## config.mk

```make
export PLATFORM = sky130hd
export DESIGN_NAME = mmu_feeder
export DESIGN_NICKNAME = d
export VERILOG_FILES = /design/src/rtl/mmu_feeder.sv
export SDC_FILE = /design/constraint.sdc
export NUM_CORES = 1
export LEC_CHECK = 0
export CORE_MARGIN = 2
export CORE_UTILIZATION = 37
export CTS_CLUSTER_SIZE = 25
export DETAILED_ROUTE_END_ITERATION = 10
export HOLD_SLACK_MARGIN = 0.08
export PLACE_DENSITY = 0.76
export SETUP_SLACK_MARGIN = 0.4
export SLEW_MARGIN = 15
export SYNTH_ARGS = -nofsm -noshare
export SYNTH_HDL_FRONTEND = slang
export SYNTH_SLANG_ARGS = --single-unit
```

## constraint.sdc

```tcl
create_clock -name clk -period 1.9 [get_ports clk]
set_clock_uncertainty 0.2 [all_clocks]
set_input_delay 0.19 -clock clk [delete_from_list [all_inputs] [get_ports clk]]
set_output_delay 0.19 -clock clk [all_outputs]
set_load 0.05 [all_outputs]
```

## src/rtl/mmu_feeder.sv

```systemverilog
// Feeder for the 2x2 systolic array: latches the weight set, strobes load_weight,
// then streams activation row-pairs with lane 2 skewed one cycle behind lane 1.
module mmu_feeder #(
    parameter int DATA_W = 16,
    parameter int CNT_W  = 8
) (
    input  logic              clk,
    input  logic              reset,
    input  logic              start,
    input  logic [DATA_W-1:0] w_in1,
    input  logic [DATA_W-1:0] w_in2,
    input  logic [DATA_W-1:0] w_in3,
    input  logic [DATA_W-1:0] w_in4,
    input  logic              act_valid,
    output logic              act_ready,
    input  logic [DATA_W-1:0] act_a1,
    input  logic [DATA_W-1:0] act_a2,
    input  logic              act_last,
    output logic              load_weight,
    output logic [DATA_W-1:0] weight1,
    output logic [DATA_W-1:0] weight2,
    output logic [DATA_W-1:0] weight3,
    output logic [DATA_W-1:0] weight4,
    output logic              valid,
    output logic [DATA_W-1:0] a_in1,
    output logic [DATA_W-1:0] a_in2,
    output logic              busy,
    output logic              done,
    output logic [CNT_W-1:0]  row_count
);

    typedef enum logic [2:0] {
        IDLE   = 3'd0,
        LOAD_W = 3'd1,
        STREAM = 3'd2,
        DRAIN  = 3'd3,
        DONE   = 3'd4
    } state_t;

    state_t            state_r;
    state_t            state_nxt_s;
    logic              last_seen_r;
    logic [DATA_W-1:0] a2_dly_r;
    logic              a2_vld_dly_r;
    logic              accept_s;

    // The last beat leaves one more cycle for lane 1 to show it; ready is held low meanwhile.
    assign act_ready = (state_r == STREAM) && !last_seen_r;
    assign accept_s  = act_valid && act_ready;

    // Next-state selection for the job sequencer.
    always_comb begin
        state_nxt_s = IDLE;
        case (state_r)
            IDLE: begin
                if (start) begin
                    state_nxt_s = LOAD_W;
                end else begin
                    state_nxt_s = IDLE;
                end
            end
            LOAD_W: state_nxt_s = STREAM;
            STREAM: begin
                if (last_seen_r) begin
                    state_nxt_s = DRAIN;
                end else begin
                    state_nxt_s = STREAM;
                end
            end
            DRAIN:   state_nxt_s = DONE;
            DONE:    state_nxt_s = IDLE;
            default: state_nxt_s = IDLE;
        endcase
    end

    // State, registered control outputs, weight capture, row counter and skew lanes.
    always_ff @(posedge clk or negedge reset) begin
        if (!reset) begin
            state_r      <= IDLE;
            last_seen_r  <= 1'b0;
            load_weight  <= 1'b0;
            busy         <= 1'b0;
            done         <= 1'b0;
            weight1      <= {DATA_W{1'b0}};
            weight2      <= {DATA_W{1'b0}};
            weight3      <= {DATA_W{1'b0}};
            weight4      <= {DATA_W{1'b0}};
            row_count    <= {CNT_W{1'b0}};
            a_in1        <= {DATA_W{1'b0}};
            a2_dly_r     <= {DATA_W{1'b0}};
            a2_vld_dly_r <= 1'b0;
            a_in2        <= {DATA_W{1'b0}};
            valid        <= 1'b0;
        end else begin
            state_r     <= state_nxt_s;
            load_weight <= (state_nxt_s == LOAD_W);
            busy        <= (state_nxt_s != IDLE);
            done        <= (state_nxt_s == DONE);

            if ((state_r == IDLE) && start) begin
                weight1     <= w_in1;
                weight2     <= w_in2;
                weight3     <= w_in3;
                weight4     <= w_in4;
                row_count   <= {CNT_W{1'b0}};
                last_seen_r <= 1'b0;
            end else if (accept_s) begin
                row_count   <= row_count + {{(CNT_W-1){1'b0}}, 1'b1};
                last_seen_r <= act_last;
            end else if (state_r != STREAM) begin
                last_seen_r <= 1'b0;
            end else begin
                last_seen_r <= last_seen_r;
            end

            a_in1        <= accept_s ? act_a1 : {DATA_W{1'b0}};
            a2_dly_r     <= accept_s ? act_a2 : {DATA_W{1'b0}};
            a2_vld_dly_r <= accept_s;
            a_in2        <= a2_dly_r;
            valid        <= accept_s || a2_vld_dly_r;
        end
    end

endmodule

```

Word level (Yosys, flattened, before mapping)
Cells that the tools add are included.
Operators by class
  eq/ne operators: 6
  reductions and logical operators: 9
  muxes and demuxes: 10
  add/subtract/negate cells: 1
Operators with widths (count)
  16-bit two-way mux: 2
  8-bit two-way mux: 2
  3-bit case mux with 4 select lines: 1
  8-bit by 1-bit adder with 8-bit output, second input constant: 1
  3-bit by 1-bit == test with 1-bit output, second input constant: 2
  3-bit by 2-bit == test with 1-bit output, second input constant: 2
  3-bit nonzero test: 2
  1-bit two-way mux: 5
  3-bit == test, second input constant: 1
  1-bit logical AND: 3
  3-bit zero test: 1
  3-bit by 2-bit != test with 1-bit output, second input constant: 1
  2-bit nonzero test: 1
  1-bit zero test: 1
  1-bit logical OR: 1
Word-level totals
  register bits after elaboration: 129
  word-level logic and storage cells: 41
  output and inout port bits: 109
  input bits: 101

Longest topological paths before layout
  depth after elaboration: 5
  mapped depth: 7
  mapped depth without buffers: 4

Worst setup path after synthesis
OpenSTA, ideal clock, no wires.
  path kind: flip-flop to flip-flop
  start point: reg state_r[0]
  end point: reg row_count[1]
  arrival: 1.675 ns
  slack: -0.052 ns
  stages on the path, launching flop included: 7
  data required time: 1.623 ns
  period minus slack after synthesis: 1.952 ns
  library setup time: 0.077 ns
  path buffers: 2
  cells stage by stage: dfrtp_1 buf_6 or4b_4 inv_1 buf_2 nand3_1 a21oi_1
On the way
  cells in the longest elaborated chain, start to end: 4
  elaborated cells on any way between the ends: 7
  those cells by class: eq/ne: 1; mux: 1; reduce/logical: 5
RTL lines
  start, declared: RTL line 40  | state_t state_r;
  start signal, assigned: RTL line 95  | state_r <= state_nxt_s;
  3-bit by 2-bit == test with 1-bit output: RTL line 48  | assign act_ready = (state_r == STREAM) && !last_seen_r;
  1-bit logical AND: RTL line 48
  via act_ready: RTL line 15  | output logic act_ready,
  1-bit logical AND: RTL line 49  | assign accept_s = act_valid && act_ready;
  2-bit nonzero test (no line)
  end signal, assigned: RTL line 88  | row_count <= {CNT_W{1'b0}};
  end signal, assigned: RTL line 105  | row_count <= {CNT_W{1'b0}};
  end signal, assigned: RTL line 108  | row_count <= row_count + {{(CNT_W-1){1'b0}}, 1'b1};
  end, declared: RTL line 29  | output logic [CNT_W-1:0] row_count
The timed path passes the listed nets, and every way through them passes these cells.
A chain may end at the register's enable or synchronous reset.

Final worst setup path
  start point: reg last_seen_r
  end point: out act_ready
On the way
  cells in the longest elaborated chain, start to end: 2
RTL lines
  start, declared: RTL line 42  | logic last_seen_r;
  start signal, assigned: RTL line 109  | last_seen_r <= act_last;
  start signal, assigned: RTL line 113  | last_seen_r <= last_seen_r;
  1-bit zero test: RTL line 48
  1-bit logical AND: RTL line 48
  end, declared: RTL line 15
Every way passes these cells.

==> results.yml <==
pwr:
  ir_worst_vdd_mv: 0.6405
  p_per_area_nw_per_um2: 1898
  p_leak_nw: 3.899
  p_total_w: 0.01367
final_layout:
  final_nets: 757
  n_antenna_cell: 0
  drive_gt1_share_pct: 26.05
  multi_input_area_um2: 1269
  fill_cells: 1019
  seqCellArea_um2: 3231
  design_area_um2: 7203
  syn2layout_area_growth_pct: 56.95
synthesis:
  postSynthCellCount: 428
  synth-seq-cells: 129
  synth_top_area_share_pct: 70.34
  netlist_area_um2: 4589
  ys_types: 29
  synth_top_cells_by_area: "dfrtp_1 70%, nand2_1 16%, and3_1 4.4%"
  ys_seq_area_share_pct: 70.34
  syn_area_per_cell_um2: 10.72
  yosys_warnings: 0
  synth_nets: 530
  yosys.area.top_type: "dfrtp_1"
sta:
  clock.fmax_mhz: 489.2
  max-slew-margin-rel_pct: 75.54
  setup_slack_ns: -0.1440
  worst_pin_slew_ns: 0.3669
  hold_viol_final: 0
  fin_crit_sh_pct: 107.6
  final_max_slew_viol_count: 0
  setup_viol: 73
  fin_hold_ws_ns: 0.1106
  grt_setup_unrepaired: "true"
  period_minus_slack_ns: 2.044
flow_run:
  cap_violations: 0
worst_setup_path:
  required_ns: 1.51
  critPathMaxFanout: 2
  worstPathArrival_ns: 1.65
  crit_path_end_kind: "primary output"
  critical_path_class: "register to primary output"
  setup.worst_path.start_class: "register"
global_route:
  grt_remaining_overflow: 0
  grt_max_degree: 69
  antenna_found_initial: 0
  first_global_vias: 3916
  track_usage_pct: 19.04
  grt_pass1_wl_um: 19080
floorplanning:
  die_h_um: 115.4
  initial_utilization_pct: 38.05
  die-area_um2: 13310
  io_pins: 210
  dieWidth_um: 115.4
  placement_rows: 40
  core_um2: 12060
detailed_routing:
  drt-total-wl_um: 12350
  drc_errors: 0
  wl_per_cell_um: 14.78
  drt_iter0_drc: 242
  viasPerCell: 4.572
  vias: 3822
  ant_nets: 0
  dr.pass1.iters: 4
placed_design:
  dp_hpwl_um: 8593
  gp_congestion: 0.8086
  dpl_cell_area_um2: 6889
  pre_cts_ws_ns: -0.2850
  portBuffers: 209
cts:
  clock_latency_ns: 0.41
  numCtsBuffers: 17
  cts_tree: "built"
  cts_root_buffer: "clkbuf_16"
  clk_pin_slew_worst_paths_ns: 0.06
  htreeDepth: 4
  cts.path.max_buffers: 2
  clock_sinks: 129
outcome:
  violations: "negative setup slack"
  status: "finished with violations"
min_path:
  hold_class: "input port to register"
registers in the layout (all words and copies together) (netlist names):
name	flops
load_weight	1
row_count	8
weight4	16
busy	1
done	1
weight2	16
a2_vld_dly_r	1
a_in2	16
weight3	16
last_seen_r	1
valid	1
state_r	3
weight1	16
a_in1	16
a2_dly_r	16
synth_stat cells:
library cell and count:
or3_1 2, buf_6 1, nor2_1 3, and3b_1 2
or2_2 1, nand3_1 3, nand2b_1 1, nand4_1 1
nor4_2 1, o21ai_0 3, nor4b_1 1, inv_1 3
dfrtp_1 129, or4_4 1, xnor2_1 1, or4_1 1
buf_2 14, mux2i_1 4, and3_1 32, a21oi_1 5
nand2_1 198, o31ai_1 2, or4b_4 1, a21oi_2 1
nor3_1 4, ha_1 1, or4b_1 1, inv_2 1
clkbuf_1 10
what timing repair did:
action	in CTS	in global routing
setup buffers	5	1
hold buffers	1	0
pin swaps	1	1
endpoints found under the hold margin	129	0
cloned	1	0
resized for setup	383	9
endpoints found under the setup margin	183	113
cells by family after synthesis:
logic type / count (synthesis) / share of synthesized area (%)
multiplexers: 4 / 0.8724
AND/OR/NAND/NOR: 253 / 24.02
adder cells (fa/ha/maj): 1 / 0.2726
AO/OA/AOI/OAI: 11 / 1.390
flip-flops: 129 / 70.34
XOR/XNOR: 1 / 0.1909
buffers and inverters: 29 / 2.917
power by group:
part / internal, W / total [W] / switching (W)
Sequential: 0.00368 / 0.00413 / 0.000442
Combinational: 0.00185 / 0.00658 / 0.00472
Clock: 0.00189 / 0.00297 / 0.00108
Total: 0.00743 / 0.0137 / 0.00624
final cells by class:
cell class                 instances  area share (%)
clock buffer                      26           6.792
clock inverter                     6          0.7643
inverter                           4          0.2779
multi-input combinational        270           17.61
sequential                       129           44.85
tap                              168           2.918
timing repair buffer             233           26.78
worst max-delay path: stages (launching register included):
cell	delay, ns
dfrtp_1	0.37
or4b_4	0.57
inv_4	0.08
buf_12	0.10
buf_12	0.12
per-stage QoR:
stage	util, %	std cells	TNS (ns)
floorplan	-	428	0
global placement	57.12	796	-16.47
detailed placement	57.12	796	-17.67
CTS	59.63	835	-4.497
global route	59.72	836	-10.31
finish	59.72	836	-4.998
cells in the final DEF, fill, tap and decap left out, drive strengths merged, types with 2 or more instances in the layout:
cell           netlist  final
mux2i                4      4
dfrtp              129    129
o31ai                2      2
clkinv               0      5
and3                32     32
nand2              198    198
nor2                 3      3
clkdlybuf4s50        0     99
or4b                 2      2
inv                  4      4
buf                 15    133
a21oi                6      6
nand3                3      3
and3b                2      2
clkbuf              10     26
nor3                 4      4
o21ai                3      3
or3                  2      2
or4                  2      2
worst paths after layout:
kind,start,endpoint,slack (ns),depth (start not counted)
worst min register to register,a2_dly_r[9]$_DFF_PN0_,a_in2[9]$_DFF_PN0_,0.15,0
min in group asynchronous,reset,weight4[3]$_DFFE_PN0N_,0.16,3
worst max register to register,state_r[0]$_DFF_PN0_,weight1[12]$_DFFE_PN0N_,-0.11,6
worst min-delay path,w_in1[10],weight1[10]$_DFFE_PN0N_,0.11,3
worst max-delay path,last_seen_r$_DFFE_PN0P_,act_ready,-0.14,4
max in group asynchronous,reset,row_count[0]$_DFFE_PN0P_,1.01,3
routing by layer:
layer  part of all wire [%]  up-vias  GRT usage (%)
li1                       -     1812              -
met1                     40     1837          21.98
met2                     49      152          31.50
met3                    8.4       21          7.486
met4                    2.0        0          8.273
met5                      0        -              0
Power figures use the tool's default switching activity.
